File: config.mk
export PLATFORM = sky130hd
export DESIGN_NAME = pipe_cla_adder
export DESIGN_NICKNAME = d
export VERILOG_FILES = /design/src/rtl/pipe_cla_adder.sv
export SDC_FILE = /design/constraint.sdc
export NUM_CORES = 1
export LEC_CHECK = 0
export CORE_AREA = 4 4 78 80
export CTS_BUF_LIST = sky130_fd_sc_hd__clkbuf_16
export CTS_CLUSTER_DIAMETER = 60
export DETAILED_ROUTE_END_ITERATION = 16
export DIE_AREA = 0 0 82 84
export GPL_ROUTABILITY_DRIVEN = 0
export PLACE_DENSITY = 0.77
export REMOVE_ABC_BUFFERS = 1
export SYNTH_ARGS = -nofsm -noshare
export SYNTH_HDL_FRONTEND = slang
export SYNTH_SLANG_ARGS = --single-unit
File: constraint.sdc
create_clock -name clk -period 2.85 [get_ports clk]
set_clock_uncertainty 0.05 [all_clocks]
set_input_delay 0.855 -clock clk [delete_from_list [all_inputs] [get_ports clk]]
set_output_delay 0.855 -clock clk [all_outputs]
set_load 0.05 [all_outputs]
File: src/rtl/pipe_cla_adder.sv
// pipe_cla_adder: pipelined add/subtract built from 4-bit carry-lookahead
// groups joined by a second-level lookahead (no ripple between groups).
//
// Pipeline:
//   input register -> MID_STAGES (0..2) lookahead registers -> output register
//
// A single advance enable (en = !out_valid || out_ready) moves every stage
// together, so in_ready is just en. Each stage carries its own valid bit;
// bubbles travel with the data and are never squeezed out.
//
// Optional feature: define PIPE_CLA_SAT_EN to clamp sum to the signed
// max/min on overflow (ovf and cout still report the unclamped result).

module pipe_cla_adder #(
    parameter int WIDTH      = 16,
    parameter int MID_STAGES = 0
) (
    input  logic             clk,
    input  logic             rst_n,
    input  logic             in_valid,
    output logic             in_ready,
    input  logic [WIDTH-1:0] a,
    input  logic [WIDTH-1:0] b,
    input  logic             cin,
    input  logic             sub,
    output logic             out_valid,
    input  logic             out_ready,
    output logic [WIDTH-1:0] sum,
    output logic             cout,
    output logic             ovf
);

    localparam int NG = WIDTH / 4;

    if (WIDTH < 4 || (WIDTH % 4) != 0 || MID_STAGES < 0 || MID_STAGES > 2) begin : g_bad_params
        $error("pipe_cla_adder: WIDTH must be a multiple of 4 (>=4), MID_STAGES 0..2");
    end

    // Per-bit propagate/generate plus group-level P/G and the effective carry-in.
    typedef struct packed {
        logic [WIDTH-1:0] p;
        logic [WIDTH-1:0] g;
        logic [NG-1:0]    gp;
        logic [NG-1:0]    gg;
        logic             c0;
    } pg_t;

    // Per-bit propagate/generate plus the carry into every group (gc[NG] = cout).
    typedef struct packed {
        logic [WIDTH-1:0] p;
        logic [WIDTH-1:0] g;
        logic [NG:0]      gc;
    } cy_t;

    logic en;
    logic out_valid_q;

    assign en       = !out_valid_q || out_ready;
    assign in_ready = en;

    // ------------------------------------------------------------------
    // Input register stage
    // ------------------------------------------------------------------
    logic             in_vld_q, in_vld_d;
    logic [WIDTH-1:0] a_q, a_d;
    logic [WIDTH-1:0] bx_q, bx_d;
    logic             c0_q, c0_d;

    // Next-state for the input stage: capture operands (b inverted for subtract) on accept.
    always_comb begin
        // NOTE: every always_comb output gets a default first so no path can infer a latch.
        in_vld_d = en ? in_valid : in_vld_q;
        a_d      = a_q;
        bx_d     = bx_q;
        c0_d     = c0_q;
        if (en && in_valid) begin
            a_d  = a;
            bx_d = sub ? ~b : b;
            c0_d = cin ^ sub;
        end
    end

    // Input stage valid bit, cleared immediately by reset.
    always_ff @(posedge clk or negedge rst_n) begin
        // NOTE: sequential state uses non-blocking assignments so all flops update together.
        if (!rst_n) in_vld_q <= 1'b0;
        else        in_vld_q <= in_vld_d;
    end

    // Input stage operand registers.
    always_ff @(posedge clk) begin
        // NOTE: datapath registers are not reset; the valid bit beside them says whether they mean anything.
        a_q  <= a_d;
        bx_q <= bx_d;
        c0_q <= c0_d;
    end

    // ------------------------------------------------------------------
    // Level 1: bit and group propagate/generate
    // ------------------------------------------------------------------
    logic [WIDTH-1:0] p_w;
    logic [WIDTH-1:0] g_w;
    pg_t              pg_c;

    assign p_w = a_q ^ bx_q;
    assign g_w = a_q & bx_q;

    // Group P is the AND of four propagates; group G is the 4-bit lookahead generate.
    always_comb begin
        pg_c    = '0;
        pg_c.p  = p_w;
        pg_c.g  = g_w;
        pg_c.c0 = c0_q;
        for (int i = 0; i < NG; i++) begin
            pg_c.gp[i] = &p_w[4*i +: 4];
            pg_c.gg[i] = g_w[4*i+3]
                       | (p_w[4*i+3] & g_w[4*i+2])
                       | (p_w[4*i+3] & p_w[4*i+2] & g_w[4*i+1])
                       | (p_w[4*i+3] & p_w[4*i+2] & p_w[4*i+1] & g_w[4*i]);
        end
    end

    pg_t  pg_s;
    logic pg_vld_s;

    if (MID_STAGES >= 1) begin : g_mid1
        logic m1_vld_q, m1_vld_d;
        pg_t  m1_pg_q, m1_pg_d;

        // Next-state for the first lookahead register: hold unless advancing a real beat.
        always_comb begin
            m1_vld_d = en ? in_vld_q : m1_vld_q;
            m1_pg_d  = m1_pg_q;
            if (en && in_vld_q) m1_pg_d = pg_c;
        end

        // First lookahead stage valid bit.
        always_ff @(posedge clk or negedge rst_n) begin
            if (!rst_n) m1_vld_q <= 1'b0;
            else        m1_vld_q <= m1_vld_d;
        end

        // First lookahead stage data.
        always_ff @(posedge clk) begin
            m1_pg_q <= m1_pg_d;
        end

        assign pg_s     = m1_pg_q;
        assign pg_vld_s = m1_vld_q;
    end else begin : g_no_mid1
        assign pg_s     = pg_c;
        assign pg_vld_s = in_vld_q;
    end

    // ------------------------------------------------------------------
    // Level 2: lookahead across groups
    // ------------------------------------------------------------------
    cy_t cy_c;

    // Each group carry is a flat sum of products of group G/P and c0, never a chain.
    always_comb begin
        logic term;
        logic carry;
        term       = 1'b0;
        carry      = 1'b0;
        cy_c       = '0;
        cy_c.p     = pg_s.p;
        cy_c.g     = pg_s.g;
        cy_c.gc[0] = pg_s.c0;
        for (int j = 1; j <= NG; j++) begin
            carry = 1'b0;
            for (int k = 0; k < j; k++) begin
                term = pg_s.gg[k];
                for (int m = k + 1; m < j; m++) term = term & pg_s.gp[m];
                carry = carry | term;
            end
            term = pg_s.c0;
            for (int m = 0; m < j; m++) term = term & pg_s.gp[m];
            carry      = carry | term;
            cy_c.gc[j] = carry;
        end
    end

    cy_t  cy_s;
    logic cy_vld_s;

    if (MID_STAGES >= 2) begin : g_mid2
        logic m2_vld_q, m2_vld_d;
        cy_t  m2_cy_q, m2_cy_d;

        // Next-state for the second lookahead register.
        always_comb begin
            m2_vld_d = en ? pg_vld_s : m2_vld_q;
            m2_cy_d  = m2_cy_q;
            if (en && pg_vld_s) m2_cy_d = cy_c;
        end

        // Second lookahead stage valid bit.
        always_ff @(posedge clk or negedge rst_n) begin
            if (!rst_n) m2_vld_q <= 1'b0;
            else        m2_vld_q <= m2_vld_d;
        end

        // Second lookahead stage data.
        always_ff @(posedge clk) begin
            m2_cy_q <= m2_cy_d;
        end

        assign cy_s     = m2_cy_q;
        assign cy_vld_s = m2_vld_q;
    end else begin : g_no_mid2
        assign cy_s     = cy_c;
        assign cy_vld_s = pg_vld_s;
    end

    // ------------------------------------------------------------------
    // Level 3: in-group carries, sum bits, flags
    // ------------------------------------------------------------------
    logic [WIDTH-1:0] raw_c;
    logic [WIDTH-1:0] sum_c;
    logic             cout_c;
    logic             ovf_c;

    // In-group lookahead carries from the group carry-in, then sum = p ^ carry.
    always_comb begin
        logic term;
        logic carry;
        term  = 1'b0;
        carry = 1'b0;
        raw_c = '0;
        for (int i = 0; i < NG; i++) begin
            for (int bit_i = 0; bit_i < 4; bit_i++) begin
                carry = 1'b0;
                for (int k = 0; k < bit_i; k++) begin
                    term = cy_s.g[4*i+k];
                    for (int m = k + 1; m < bit_i; m++) term = term & cy_s.p[4*i+m];
                    carry = carry | term;
                end
                term = cy_s.gc[i];
                for (int m = 0; m < bit_i; m++) term = term & cy_s.p[4*i+m];
                carry = carry | term;
                raw_c[4*i+bit_i] = cy_s.p[4*i+bit_i] ^ carry;
            end
        end
    end

    // Flags: operand MSBs equal means p[msb] = 0, and then their shared sign is g[msb].
    always_comb begin
        cout_c = cy_s.gc[NG];
        ovf_c  = !cy_s.p[WIDTH-1] && (raw_c[WIDTH-1] != cy_s.g[WIDTH-1]);
`ifdef PIPE_CLA_SAT_EN
        sum_c = raw_c;
        if (ovf_c) begin
            sum_c = cy_s.g[WIDTH-1] ? {1'b1, {(WIDTH-1){1'b0}}}
                                    : {1'b0, {(WIDTH-1){1'b1}}};
        end
`else
        sum_c = raw_c;
`endif
    end

    // ------------------------------------------------------------------
    // Output register stage
    // ------------------------------------------------------------------
    logic             out_valid_d;
    logic [WIDTH-1:0] sum_q, sum_d;
    logic             cout_q, cout_d;
    logic             ovf_q, ovf_d;

    // Next-state for the output stage: results only change when a real beat advances in.
    always_comb begin
        out_valid_d = en ? cy_vld_s : out_valid_q;
        sum_d       = sum_q;
        cout_d      = cout_q;
        ovf_d       = ovf_q;
        if (en && cy_vld_s) begin
            sum_d  = sum_c;
            cout_d = cout_c;
            ovf_d  = ovf_c;
        end
    end

    // Output stage: valid and visible result fields all clear on reset.
    always_ff @(posedge clk or negedge rst_n) begin
        if (!rst_n) begin
            out_valid_q <= 1'b0;
            sum_q       <= '0;
            cout_q      <= 1'b0;
            ovf_q       <= 1'b0;
        end else begin
            out_valid_q <= out_valid_d;
            sum_q       <= sum_d;
            cout_q      <= cout_d;
            ovf_q       <= ovf_d;
        end
    end

    assign out_valid = out_valid_q;
    assign sum       = sum_q;
    assign cout      = cout_q;
    assign ovf       = ovf_q;

endmodule
==> Yosys cells after proc, flatten, opt, wreduce, memory -nomap -nowiden <==
Index checks and enable logic that the tools add are counted.
{ "totals": {"register_bits": 53, "out_inout_bits": 20, "wordCells": 140} }
{ "classes": {"eq_ne": 1, "mux": 1, "n_bitwise": 120, "reduce_logical": 10} }
{ "ops": {"columns": ["op", "count"], "rows": [
  ["AND 1 bit", 54],
  ["bitwise OR 1 bit", 46],
  ["bitwise XOR 1 bit", 17],
  ["AND 16 bit", 1],
  ["two-way mux 16 bit", 1],
  ["NOT 16 bit", 1],
  ["AND reduction 4 bit", 4],
  ["bitwise XOR 16 bit", 1],
  ["logical AND 1 bit", 3],
  ["logical NOT 1 bit", 2],
  ["logical OR 1 bit", 1],
  ["!= test 1 bit", 1]
]} }

==> Longest topological paths before layout <==
Gate-level depths: netlist of run 1.
{ "depth": {"depth_word": 17, "mapped_depth": 10} }

==> Worst setup path before layout of run 1 <==
OpenSTA, ideal clock, no wires.
{ "synth_path": {"kind": "input to register", "from": "in out_ready", "to": "reg a_q[0], enable pin", "setup_ps": 393, "arrival_time_ps": 2055, "t_required_ps": 2407, "path_slack_ps": 352, "path_stages": 2, "path_buffers": 0, "path_cell_list": "nand2b_2 and2_1"} }
{ "synth_via": {"elab_chain_cells": 2} }
{ "synth_rtl": {"columns": ["item", "line", "rtl"], "rows": [
  ["start: declaration", "27", "input logic out_ready,"],
  ["logical OR 1 bit", "58", "assign en = !out_valid_q || out_ready;"],
  ["logical AND 1 bit", "76", "if (en && in_valid) begin"],
  ["end signal: assignment", "93", "a_q <= a_d;"],
  ["end: declaration", "65", "logic [WIDTH-1:0] a_q, a_d;"]
]} }
Every way passes these cells.
A chain may end at the register's enable or synchronous reset.

==> Worst setup path in the final report of run 1 <==
{ "layout_path": {"from": "reg a_q[3]", "to": "reg ovf_q, in the netlist ovf"} }
{ "layout_via": {"elab_chain_cells": 17} }
{ "layout_rtl": {"columns": ["item", "line", "rtl"], "rows": [
  ["bitwise XOR 16 bit", "105", "assign p_w = a_q ^ bx_q;"],
  ["AND 1 bit, on equally long branches", "117, 118, 119", null],
  ["bitwise OR 1 bit (tied with other cells)", "117", "| (p_w[4*i+3] & g_w[4*i+2])"],
  ["bitwise OR 1 bit or AND 1 bit (tied branches)", "118, 119", null],
  ["bitwise OR 1 bit", "119", "| (p_w[4*i+3] & p_w[4*i+2] & p_w[4*i+1] & g_w[4*i]);"],
  ["AND 1 bit (2 in a row)", "174", "for (int m = k + 1; m < j; m++) term = term & pg_s.gp[m];"],
  ["bitwise OR 1 bit (2 in a row)", "175", "carry = carry | term;"],
  ["bitwise OR 1 bit (*)", "179", "carry = carry | term;"],
  ["AND 1 bit (*) (3 in a row)", "240", "for (int m = 0; m < bit_i; m++) term = term & cy_s.p[4*i+m];"],
  ["bitwise OR 1 bit (*)", "241", "carry = carry | term;"],
  ["bitwise XOR 1 bit (*)", "242", "raw_c[4*i+bit_i] = cy_s.p[4*i+bit_i] ^ carry;"],
  ["!= test 1 bit (*)", "250", "ovf_c = !cy_s.p[WIDTH-1] && (raw_c[WIDTH-1] != cy_s.g[WIDTH-1]);"],
  ["logical AND 1 bit (*)", "250", null],
  ["end signal: assignment", "294", "ovf_q <= ovf_d;"],
  ["end: declaration", "268", "logic ovf_q, ovf_d;"]
]} }
Every way passes the cells marked *; elsewhere a longest branch is shown, timed or not.

==> results.md, run 1 <==
- Clock tree root buffer cell: clkbuf_16
- Post-layout net count: 336
- Switching fraction of total power: about a third
- Floorplan die width: about 80 um
- Instance count along the most critical hold path: 2
- Critical path data required time: ~3.0 ns
- Result of the run: complete, no violations
- Sum of routed wire length over all layers: 4.68 mm
- Post-route setup TNS: 0 ns
- Number of cells in the finished layout apart from fillers: 347
- Cell-by-cell listing of the critical path: ha_1 > a211oi_2 > o21ai_1 > a21oi_1 > o21bai_1 > ha_1 > o21a_1 > o21a_4 > o21a_1 > o41ai_2
- Sequential share of power: 41.2%
- Inst Count DP: about 340
- Sequential-to-total area share from yosys stat: between 50% and 60%
- Internal Dissipation: around 1.6 mW
- Overall power: 2.47 mW
- Die Y-Extent: 84 um
- Synth-to-Final Area Change: 31.7%
- Total global routing track utilization: 14.9%
- Total power divided by cell area: around 710 mW/mm^2
- Startpoint-to-endpoint class of the critical path: reg -> reg
- Leakage power total: roughly 1.4 nW
- Most frequent standard cell in the layout excluding fill and tap cells: clkdlybuf4s50_1
- First-iteration detailed-routing DRC count: approximately 100
- Instance area after placement: 0.00332 mm^2
- TritonCTS sink count: 53
- Power share of the combinational group: 36.0%
- Average wire per standard cell: approximately 13 um
- Final cycle utilization of the critical path: roughly 92%
- Vias: roughly 1800
- Worst Reg-to-Reg Cells: 10
- Share of the core filled with cells in the final layout: between 60% and 70%
- Final antenna diode count: 0
- HPWL after detailed placement: ~3.5 mm
- Number of global-route vias before repair: around 1700
- Iteration count of the initial detailed-routing pass: 4
- Number of hold buffers added after cts: 0
- Peak ir drop on the vdd network: ~0.35 mV
- Clock period minus final worst setup slack: between 2 and 3 ns
- Worst hold path endpoint: sum[10]
- Hold WS: approximately 0.42 ns
- Pin count of the biggest net entering global routing: 34
- Worst rel slew slack: between 60% and 70%
- Max H-tree Level: 2
- Number of ports placed on the die boundary: 58
- Slack of the worst reg-to-reg path: ~0.22 ns
- Die ar.: ~0.0069 mm^2
- Cell area after technology mapping: between 0.002 and 0.003 mm^2
- Hold_sp: sum[10]
- Reg2reg start: a_q[3]
- # Post-CTS Setup Buffers: 0
- Relative contribution of the clock network to total power: a little under a quarter
- Initial antenna violation count: 0
- Element type at the critical path start: flip-flop
- Cells after Synth: 210
- Core Footprint: around 0.0054 mm^2
- Endpoint type of the worst setup path: flip-flop
- Unrepaired setup endpoints after global routing: no
- Final Worst Setup Slack: approximately 0.22 ns
- Max-slew violation count: 0
- Max Cap Viol: 0
- Detailed-route DRC error count: 0
- Sum of overflow across all layers after global routing: 0
- Fill cell instance count of the final layout: 436
- Vias per Instance: just over 5
- Maximum operating frequency: 381 MHz
- P_sw: slightly below 0.9 mW
- Most used cells in the layout excluding fill and tap cells: clkdlybuf4s50_1, edfxtp_1, nand2_1
- Number of I/O port buffers: 57
- Type of the worst min-delay path: reg -> reg
- Worst-path maximum fanout: 5
- Clock latency reported for the late side of the worst-skew pair: 0.28 ns
- DRT antenna net count: 0
- CTS tree: yes
- Number of buffers inserted during clock tree synthesis: 5
- Mean Syn Cell Area: roughly 13 um^2
- Count of state elements after synthesis: between 50 and 60
- Cell variety after synth: 35
- Row count: 27
- CTS Buffer Depth: 2
- Slowest cell delay on critical path: 0.37 ns
- Data arrival time of the critical path: roughly 2.8 ns
- Initial Utilization: 48.6%
- Share of post-route cells with drive strength above 1: 6.55%
- Yosys warning count: 0
- Transition time of the tightest slew-check pin: between 0.5 and 0.6 ns
- Global-route wire length before repair: 7.83 mm
- Clock edge transition at the registers on the reported setup and hold paths: ~0.06 ns
- FF-to-FF End: ovf
- Final hold violation count: 0
- Worst-path cell with the longest stage delay: edfxtp_1
- Final setup violation count: 0
- Final non-filler cell area: approximately 0.0035 mm^2
- Post-place setup slack: approximately 0.24 ns
## sequential cells by signal, summed over array words and instances (netlist names)
name and count:
out_valid 1, c0_q 1, bx_q 16, cy_vld_s 1, a_q 16, ovf 1, cout 1, sum 16
## per-layer routing
metal  up-vias  global-route usage, %  part of all wire [%]
met4         0                   5.59                   1.9
li1        879                      -                     -
met5         -                      0                     0
met3         8                   3.46                   5.4
met1       832                   18.3                    40
met2        44                   25.0                    53
## final cells by class
cell class                      instances  area (um^2)  area share (%)
Clock buffer                            5          125            3.62
Clock inverter                          3         11.3           0.325
Inverter                               11         41.3            1.19
Multi-Input combinational cell        140         1060            30.7
Sequential cell                        53         1490            43.1
Tap cell                               72         90.1            2.60
Timing Repair Buffer                   63          638            18.4
## synthesized netlist by cell type
cell type	count	area, um^2
nand2b_2	1	8.76
inv_1	11	41.3
o31ai_1	1	7.51
and4_1	1	8.76
nand2_1	28	105
and2_1	2	12.5
or3_1	3	18.8
a211o_1	3	26.3
nand4_1	6	37.5
dfrtp_1	20	500
o21a_1	6	45.0
a41oi_1	1	8.76
o21ai_1	1	5.00
nor3_1	4	20.0
o32ai_1	1	8.76
o21ai_0	13	65.1
mux2_2	1	11.3
buf_4	3	22.5
buf_2	3	15.0
o21a_4	1	15.0
a21boi_0	1	7.51
fa_1	4	80.1
a211oi_1	2	15.0
xnor2_1	3	26.3
a21oi_1	7	35.0
nand2b_1	1	6.26
o41ai_2	1	16.3
ha_1	20	250
nand3_1	6	30.0
o21bai_1	1	7.51
nor2b_1	1	6.26
o31ai_2	1	12.5
xor2_1	18	158
edfxtp_1	33	991
nor2_1	1	3.75
## power by group through the flow
stage / Sequential [mW] / Combinational [mW] / Clock, mW
after detailed placement: 1.04 / 0.890 / 0
after floorplan: 1.33 / 0.259 / 0
after global routing: 1.03 / 0.957 / 0.612
final: 1.02 / 0.890 / 0.563
after CTS: 1.02 / 0.896 / 0.574
after global placement: 1.03 / 0.879 / 0
## logic make-up (layout without fill, tap and decap cells)
group                    Yosys count  after routing  share of synthesized area, %
AO/OA/AOI/OAI                     40             40                          10.5
buffers and inverters             17             82                          3.00
multiplexers                       1              1                         0.428
XOR/XNOR                          21             21                          7.00
flip-flops                        53             53                          56.7
adder cells (fa/ha/maj)           24             24                          12.6
AND/OR/NAND/NOR                   54             54                          9.81
## worst max path at each step
stage,from,end,slack [ns],cells after the start
2_1_floorplan,out_ready,a_q[0],0.35,2
3_3_place_gp,out_ready,in_ready,0.30,3
5_1_grt,a_q[3],ovf,0.04,10
4_1_cts,a_q[3],ovf,0.09,10
3_5_place_dp,a_q[3],ovf,0.24,10
6_report,a_q[3],ovf,0.22,10
## critical path: cells and delay by family, from the launching register on
| kind | cells | cell delay, ns |
|---|---|---|
| AO/OA/AOI/OAI | 8 | 1.53 |
| adder cells (fa/ha/maj) | 2 | 0.56 |
| flip-flops | 1 | 0.37 |
## repair_timing
action | in CTS | in global routing
gates resized for setup | 0 | 3
hold endpoints to repair | 0 | 0
setup endpoints to repair | 0 | 1
Note: power is estimated with default switching activity, not from simulation.
==> run 2, diff against run 1 <==
--- a/config.mk
+++ b/config.mk
@@ -5,12 +5,13 @@
 export SDC_FILE = /design/constraint.sdc
 export NUM_CORES = 1
 export LEC_CHECK = 0
-export CORE_AREA = 4 4 78 80
+export CORE_AREA = 2 2 76 78
 export CTS_BUF_LIST = sky130_fd_sc_hd__clkbuf_16
 export CTS_CLUSTER_DIAMETER = 60
 export DETAILED_ROUTE_END_ITERATION = 16
-export DIE_AREA = 0 0 82 84
+export DIE_AREA = 0 0 78 80
 export GPL_ROUTABILITY_DRIVEN = 0
+export GPL_TIMING_DRIVEN = 1
 export PLACE_DENSITY = 0.77
 export REMOVE_ABC_BUFFERS = 1
 export SYNTH_ARGS = -nofsm -noshare
==> results.md, run 2 (same netlist as run 1, synthesis figures left out) <==
- Result of the run: complete, no violations (unchanged)
- Row count: 27 (unchanged)
- Post-layout net count: 336 (unchanged)
- HPWL after detailed placement: 3.66 mm (was 3.54 mm)
- Final hold violation count: 0 (unchanged)
- Pin count of the biggest net entering global routing: 34 (unchanged)
- Worst rel slew slack: 65.2% (was 65.8%)
- Most frequent standard cell in the layout excluding fill and tap cells: clkdlybuf4s50_1 (unchanged)
- Most used cells in the layout excluding fill and tap cells: clkdlybuf4s50_1, edfxtp_1, nand2_1 (unchanged)
- Synth-to-Final Area Change: 31.6% (was 31.7%)
- DRT antenna net count: 0 (unchanged)
- Peak ir drop on the vdd network: 0.368 mV (was 0.350 mV)
- Initial Utilization: 48.6% (unchanged)
- # Post-CTS Setup Buffers: 0 (unchanged)
- Sum of overflow across all layers after global routing: 0 (unchanged)
- Power share of the combinational group: 35.9% (was 36.0%)
- Number of ports placed on the die boundary: 58 (unchanged)
- Average wire per standard cell: 13.6 um (was 13.5 um)
- CTS tree: yes (unchanged)
- Global-route wire length before repair: 7.56 mm (was 7.83 mm)
- Critical path data required time: 2.99 ns (about the same)
- Relative contribution of the clock network to total power: 23.0% (was 22.8%)
- Unrepaired setup endpoints after global routing: no (unchanged)
- Die ar.: 0.00624 mm^2 (was 0.00689 mm^2)
- Final antenna diode count: 0 (unchanged)
- Detailed-route DRC error count: 0 (unchanged)
- Total power divided by cell area: 716 mW/mm^2 (was 714 mW/mm^2)
- Leakage power total: 1.41 nW (about the same)
- Clock tree root buffer cell: clkbuf_16 (unchanged)
- Startpoint-to-endpoint class of the critical path: reg -> reg (unchanged)
- Number of buffers inserted during clock tree synthesis: 5 (unchanged)
- TritonCTS sink count: 53 (unchanged)
- Vias per Instance: 5.05 (was 5.08)
- CTS Buffer Depth: 2 (unchanged)
- Sequential share of power: 41.1% (was 41.2%)
- Post-route setup TNS: 0 ns (unchanged)
- Switching fraction of total power: 35.2% (was 35.1%)
- Endpoint type of the worst setup path: flip-flop (unchanged)
- Die Y-Extent: 80 um (was 84 um)
- First-iteration detailed-routing DRC count: 45 (was 101)
- Resize count post-CTS: 0 (unchanged)
- Clock latency reported for the late side of the worst-skew pair: 0.29 ns (was 0.28 ns)
- Max-slew violation count: 0 (unchanged)
- Number of hold buffers added after cts: 0 (unchanged)
- Element type at the critical path start: flip-flop (unchanged)
- Transition time of the tightest slew-check pin: 0.521 ns (was 0.512 ns)
- P_sw: 0.871 mW (was 0.867 mW)
- Type of the worst min-delay path: reg -> reg (unchanged)
- Hold WS: 0.424 ns (was 0.423 ns)
- Core Footprint: 0.00541 mm^2 (unchanged)
- Final setup violation count: 0 (unchanged)
- Final cycle utilization of the critical path: 93.6% (was 92.2%)
- Vias: 1753 (was 1763)
- Total global routing track utilization: 16.0% (was 14.9%)
- Share of the core filled with cells in the final layout: 64.0% (about the same)
- Number of global-route vias before repair: 1708 (was 1723)
- Clock period minus final worst setup slack: 2.67 ns (was 2.63 ns)
- Max H-tree Level: 2 (unchanged)
- Number of I/O port buffers: 57 (unchanged)
- Clock edge transition at the registers on the reported setup and hold paths: 0.07 ns (was 0.06 ns)
- Initial antenna violation count: 0 (unchanged)
- Floorplan die width: 78 um (was 82 um)
- Data arrival time of the critical path: 2.81 ns (was 2.76 ns)
- Sum of routed wire length over all layers: 4.70 mm (was 4.68 mm)
- Share of post-route cells with drive strength above 1: 6.91% (was 6.55%)
- Fill cell instance count of the final layout: 436 (unchanged)
- Worst-path maximum fanout: 5 (unchanged)
- Iteration count of the initial detailed-routing pass: 4 (unchanged)
- Maximum operating frequency: 375 MHz (was 381 MHz)
- Overall power: 2.48 mW (was 2.47 mW)
- Internal Dissipation: 1.61 mW (was 1.60 mW)
- Max Cap Viol: 0 (unchanged)
==> run 2: cell type report <==
class                           instances  area [um^2]  area share, %
Sequential cell                        53         1490           43.1
Tap cell                               72         90.1           2.60
Clock inverter                          3         13.8          0.398
Inverter                               11         41.3           1.19
Clock buffer                            5          125           3.62
Timing Repair Buffer                   63          638           18.5
Multi-Input combinational cell        140         1060           30.6
==> run 2: through the flow <==
step / setup slack (ns) / cell area [um^2] / std cells
3_3_place_gp: 0.302 / 3320 / 339
2_1_floorplan: 0.352 / 2590 / 204
4_1_cts: 0.188 / 3460 / 347
6_report: 0.182 / 3460 / 347
5_1_grt: 0.0135 / 3460 / 347
3_5_place_dp: 0.220 / 3320 / 339
==> run 2: power by group through the flow <==
stage	logic, mW	registers, mW	clock network [mW]
6_report	0.890	1.02	0.570
5_1_grt	0.950	1.03	0.613
4_1_cts	0.899	1.02	0.585
3_5_place_dp	0.895	1.04	0
3_3_place_gp	0.876	1.03	0
2_1_floorplan	0.259	1.33	0
==> run 2: path summary, 6_finish.rpt <==
check | end | slack (ns) | start | cells after the start
max | ovf | 0.18 | a_q[3] | 10
min | sum[10] | 0.42 | sum[10] | 2
max reg2reg | ovf | 0.18 | a_q[3] | 10
min reg2reg | sum[10] | 0.42 | sum[10] | 2
max in group asynchronous | sum[2] | 1.67 | rst_n | 2
min in group asynchronous | sum[4] | 0.87 | rst_n | 2
==> run 2: metal layers <==
layer	GRT usage (%)	vias up	share of wire [%]
met5	0	-	0
met2	29.7	38	55
met3	3.96	7	3.8
met4	7.72	0	1.8
li1	-	876	-
met1	17.1	832	39
==> run 2: critical path: stages, from the launching register on <==
cell	delay, ns
edfxtp_1	0.37
ha_1	0.35
a211oi_1	0.23
o21ai_0	0.17
a21oi_1	0.22
o21bai_1	0.18
ha_1	0.22
o21a_1	0.20
o21a_4	0.22
o21a_1	0.17
o41ai_2	0.18
==> run 3, diff against run 2 <==
==> config.mk (replaced) <==
export PLATFORM = sky130hd
export DESIGN_NAME = pipe_cla_adder
export DESIGN_NICKNAME = d
export VERILOG_FILES = /design/src/rtl/pipe_cla_adder.sv
export SDC_FILE = /design/constraint.sdc
export NUM_CORES = 1
export LEC_CHECK = 0
export CORE_AREA = 2 2 80 82
export CTS_BUF_LIST = sky130_fd_sc_hd__clkbuf_16
export CTS_CLUSTER_DIAMETER = 60
export DETAILED_ROUTE_END_ITERATION = 16
export DIE_AREA = 0 0 82 84
export GPL_ROUTABILITY_DRIVEN = 0
export GPL_TIMING_DRIVEN = 1
export PLACE_DENSITY = 0.74
export REMOVE_ABC_BUFFERS = 1
export SLEW_MARGIN = 20
export SYNTH_ARGS = -nofsm -noshare
export SYNTH_HDL_FRONTEND = slang
export SYNTH_SLANG_ARGS = --single-unit
==> constraint.sdc (replaced) <==
create_clock -name clk -period 2.45 [get_ports clk]
set_clock_uncertainty 0.05 [all_clocks]
set_input_delay 0.735 -clock clk [delete_from_list [all_inputs] [get_ports clk]]
set_output_delay 0.735 -clock clk [all_outputs]
set_load 0.05 [all_outputs]
==> results.md, run 3 (same netlist as run 1, synthesis figures left out) <==
- Result of the run: complete, no violations (unchanged)
- Startpoint-to-endpoint class of the critical path: reg -> reg (unchanged)
- Floorplan die width: 82 um (was 78 um)
- Initial Utilization: 43.1% (was 48.6%)
- Post-layout net count: 351 (was 336)
- Transition time of the tightest slew-check pin: 0.518 ns (was 0.521 ns)
- Leakage power total: 1.50 nW (was 1.41 nW)
- Total global routing track utilization: 14.8% (was 16.0%)
- Met2 layer wire length in the routed design: 2.51 mm (was 2.58 mm)
- Source of the critical timing path: a_q[7] (was a_q[3])
- Vias: 1831 (was 1753)
- Average wire per standard cell: 13.5 um (was 13.6 um)
- Highest routing layer actually used: met4 (unchanged)
- Unrepaired setup endpoints after global routing: yes (was no)
- Metal1 wirelength: 2.10 mm (was 1.86 mm)
- Clock tree root buffer cell: clkbuf_16 (unchanged)
- Vias per Instance: 4.99 (was 5.05)
- Worst rel slew slack: 65.4% (was 65.2%)
- Overall power: 2.98 mW (was 2.48 mW)
- TritonCTS sink count: 53 (unchanged)
- Sum of routed wire length over all layers: 4.97 mm (was 4.70 mm)
- Maximum operating frequency: 424 MHz (was 375 MHz)
- Final cycle utilization of the critical path: 96.2% (was 93.6%)
- Share of post-route cells with drive strength above 1: 18.6% (was 6.91%)
- Clock period minus final worst setup slack: 2.36 ns (was 2.67 ns)
- Final hold violation count: 0 (unchanged)
- Total met3 wirelength after detailed routing: 254 um (was 179 um)
- Endpoint type of the worst setup path: flip-flop (unchanged)
- Element type at the critical path start: flip-flop (unchanged)
- Global-route wire length before repair: 7.79 mm (was 7.56 mm)
- Worst-path maximum fanout: 5 (unchanged)
- Most frequent standard cell in the layout excluding fill and tap cells: clkdlybuf4s50_1 (unchanged)
- Die ar.: 0.00689 mm^2 (was 0.00624 mm^2)
- Hold_sp: sum[12] (was sum[10])
- Initial antenna violation count: 0 (unchanged)
- Max H-tree Level: 2 (unchanged)
- Critical path data required time: 2.59 ns (was 2.99 ns)
- Detailed-route DRC error count: 0 (unchanged)
- Row count: 29 (was 27)
- Type of the worst min-delay path: reg -> reg (unchanged)
- Data arrival time of the critical path: 2.50 ns (was 2.81 ns)
- Final antenna diode count: 0 (unchanged)
- Most used cells in the layout excluding fill and tap cells: clkdlybuf4s50_1, edfxtp_1, nand2_1 (unchanged)
- Final setup violation count: 0 (unchanged)
- Peak ir drop on the vdd network: 0.470 mV (was 0.368 mV)
- First-iteration detailed-routing DRC count: 110 (was 45)
- Number of I/O port buffers: 57 (unchanged)
- Die Y-Extent: 84 um (was 80 um)
- HPWL after detailed placement: 3.49 mm (was 3.66 mm)
- Synth-to-Final Area Change: 41.7% (was 31.6%)
- Hold WS: 0.423 ns (was 0.424 ns)
- Total power divided by cell area: 799 mW/mm^2 (was 716 mW/mm^2)
- Clock edge transition at the registers on the reported setup and hold paths: 0.06 ns (was 0.07 ns)
- CTS Buffer Depth: 2 (unchanged)
- Iteration count of the initial detailed-routing pass: 4 (unchanged)
- Number of global-route vias before repair: 1800 (was 1708)
- Number of ports placed on the die boundary: 58 (unchanged)
- Core Footprint: 0.00610 mm^2 (was 0.00541 mm^2)
- Sum of overflow across all layers after global routing: 0 (unchanged)
- Pin count of the biggest net entering global routing: 34 (unchanged)
- Max Cap Viol: 0 (unchanged)
- Clock latency reported for the late side of the worst-skew pair: 0.29 ns (about the same)
- Number of hold buffers added after cts: 0 (unchanged)
- CTS tree: yes (unchanged)
- DRT antenna net count: 0 (unchanged)
- Max-slew violation count: 0 (unchanged)
- Reg2reg start: a_q[7] (was a_q[3])
- Number of buffers inserted during clock tree synthesis: 5 (unchanged)
run 3: final cells by class:
cell class / count / area (um^2)
well taps: 77 / 96.3
repair buffers: 78 / 751
flip-flops and latches: 53 / 1490
fillers: 514 / 2370
clock buffers: 5 / 125
inverters: 11 / 41.3
multi-input cells: 140 / 1210
clock inverters: 3 / 13.8
run 3: metal layers:
metal | track usage, % | vias to the layer above
li1 | - | 909
met1 | 18.0 | 858
met2 | 25.3 | 51
met3 | 3.57 | 13
met4 | 5.30 | 0
met5 | 0 | -
run 3: worst paths after layout:
check / endpoint / slack (ns) / cells past startpoint
max in group asynchronous: sum[7] / 1.39 / 2
worst max register to register: ovf / 0.09 / 11
worst max-delay path: ovf / 0.09 / 11
worst min register to register: sum[12] / 0.42 / 2
min in group asynchronous: sum[10] / 0.75 / 2
worst min-delay path: sum[12] / 0.42 / 2
run 3: stage by stage:
| stage | std cells | setup WS, ns | cell area [um^2] | TNS, ns | util [%] |
|---|---|---|---|---|---|
| after global placement | 357 | -0.0206 | 3420 | -0.0206 | 56.2 |
| after global routing | 367 | -0.0627 | 3720 | -0.0633 | 61.1 |
| after detailed placement | 357 | -0.0589 | 3420 | -0.146 | 56.2 |
| after floorplan | 204 | 0.0583 | 2590 | 0 | - |
| after CTS | 367 | 0.0201 | 3590 | 0 | 58.8 |
| final | 367 | 0.0939 | 3720 | 0 | 61.1 |
run 3: worst max-delay path: stages, from the launching register on:
cell	delay [ns]
edfxtp_1	0.41
ha_4	0.26
buf_4	0.15
nand4_1	0.11
a21oi_2	0.06
a21oi_2	0.18
o21bai_2	0.09
ha_1	0.18
o21a_1	0.19
o21a_4	0.21
o21a_1	0.17
o41ai_2	0.18
run 3: what timing repair did:
| item | in CTS | in global routing |
|---|---|---|
| setup buffers | 2 | 0 |
| resized for setup | 6 | 22 |
| gates cloned | 0 | 0 |
| endpoints found under the setup margin | 4 | 9 |
| pin swaps | 6 | 7 |
run 3: report_power, final:
| group | internal, mW | switching [mW] |
|---|---|---|
| Sequential | 1.11 | 0.0795 |
| Clock | 0.371 | 0.288 |
| Combinational | 0.454 | 0.677 |
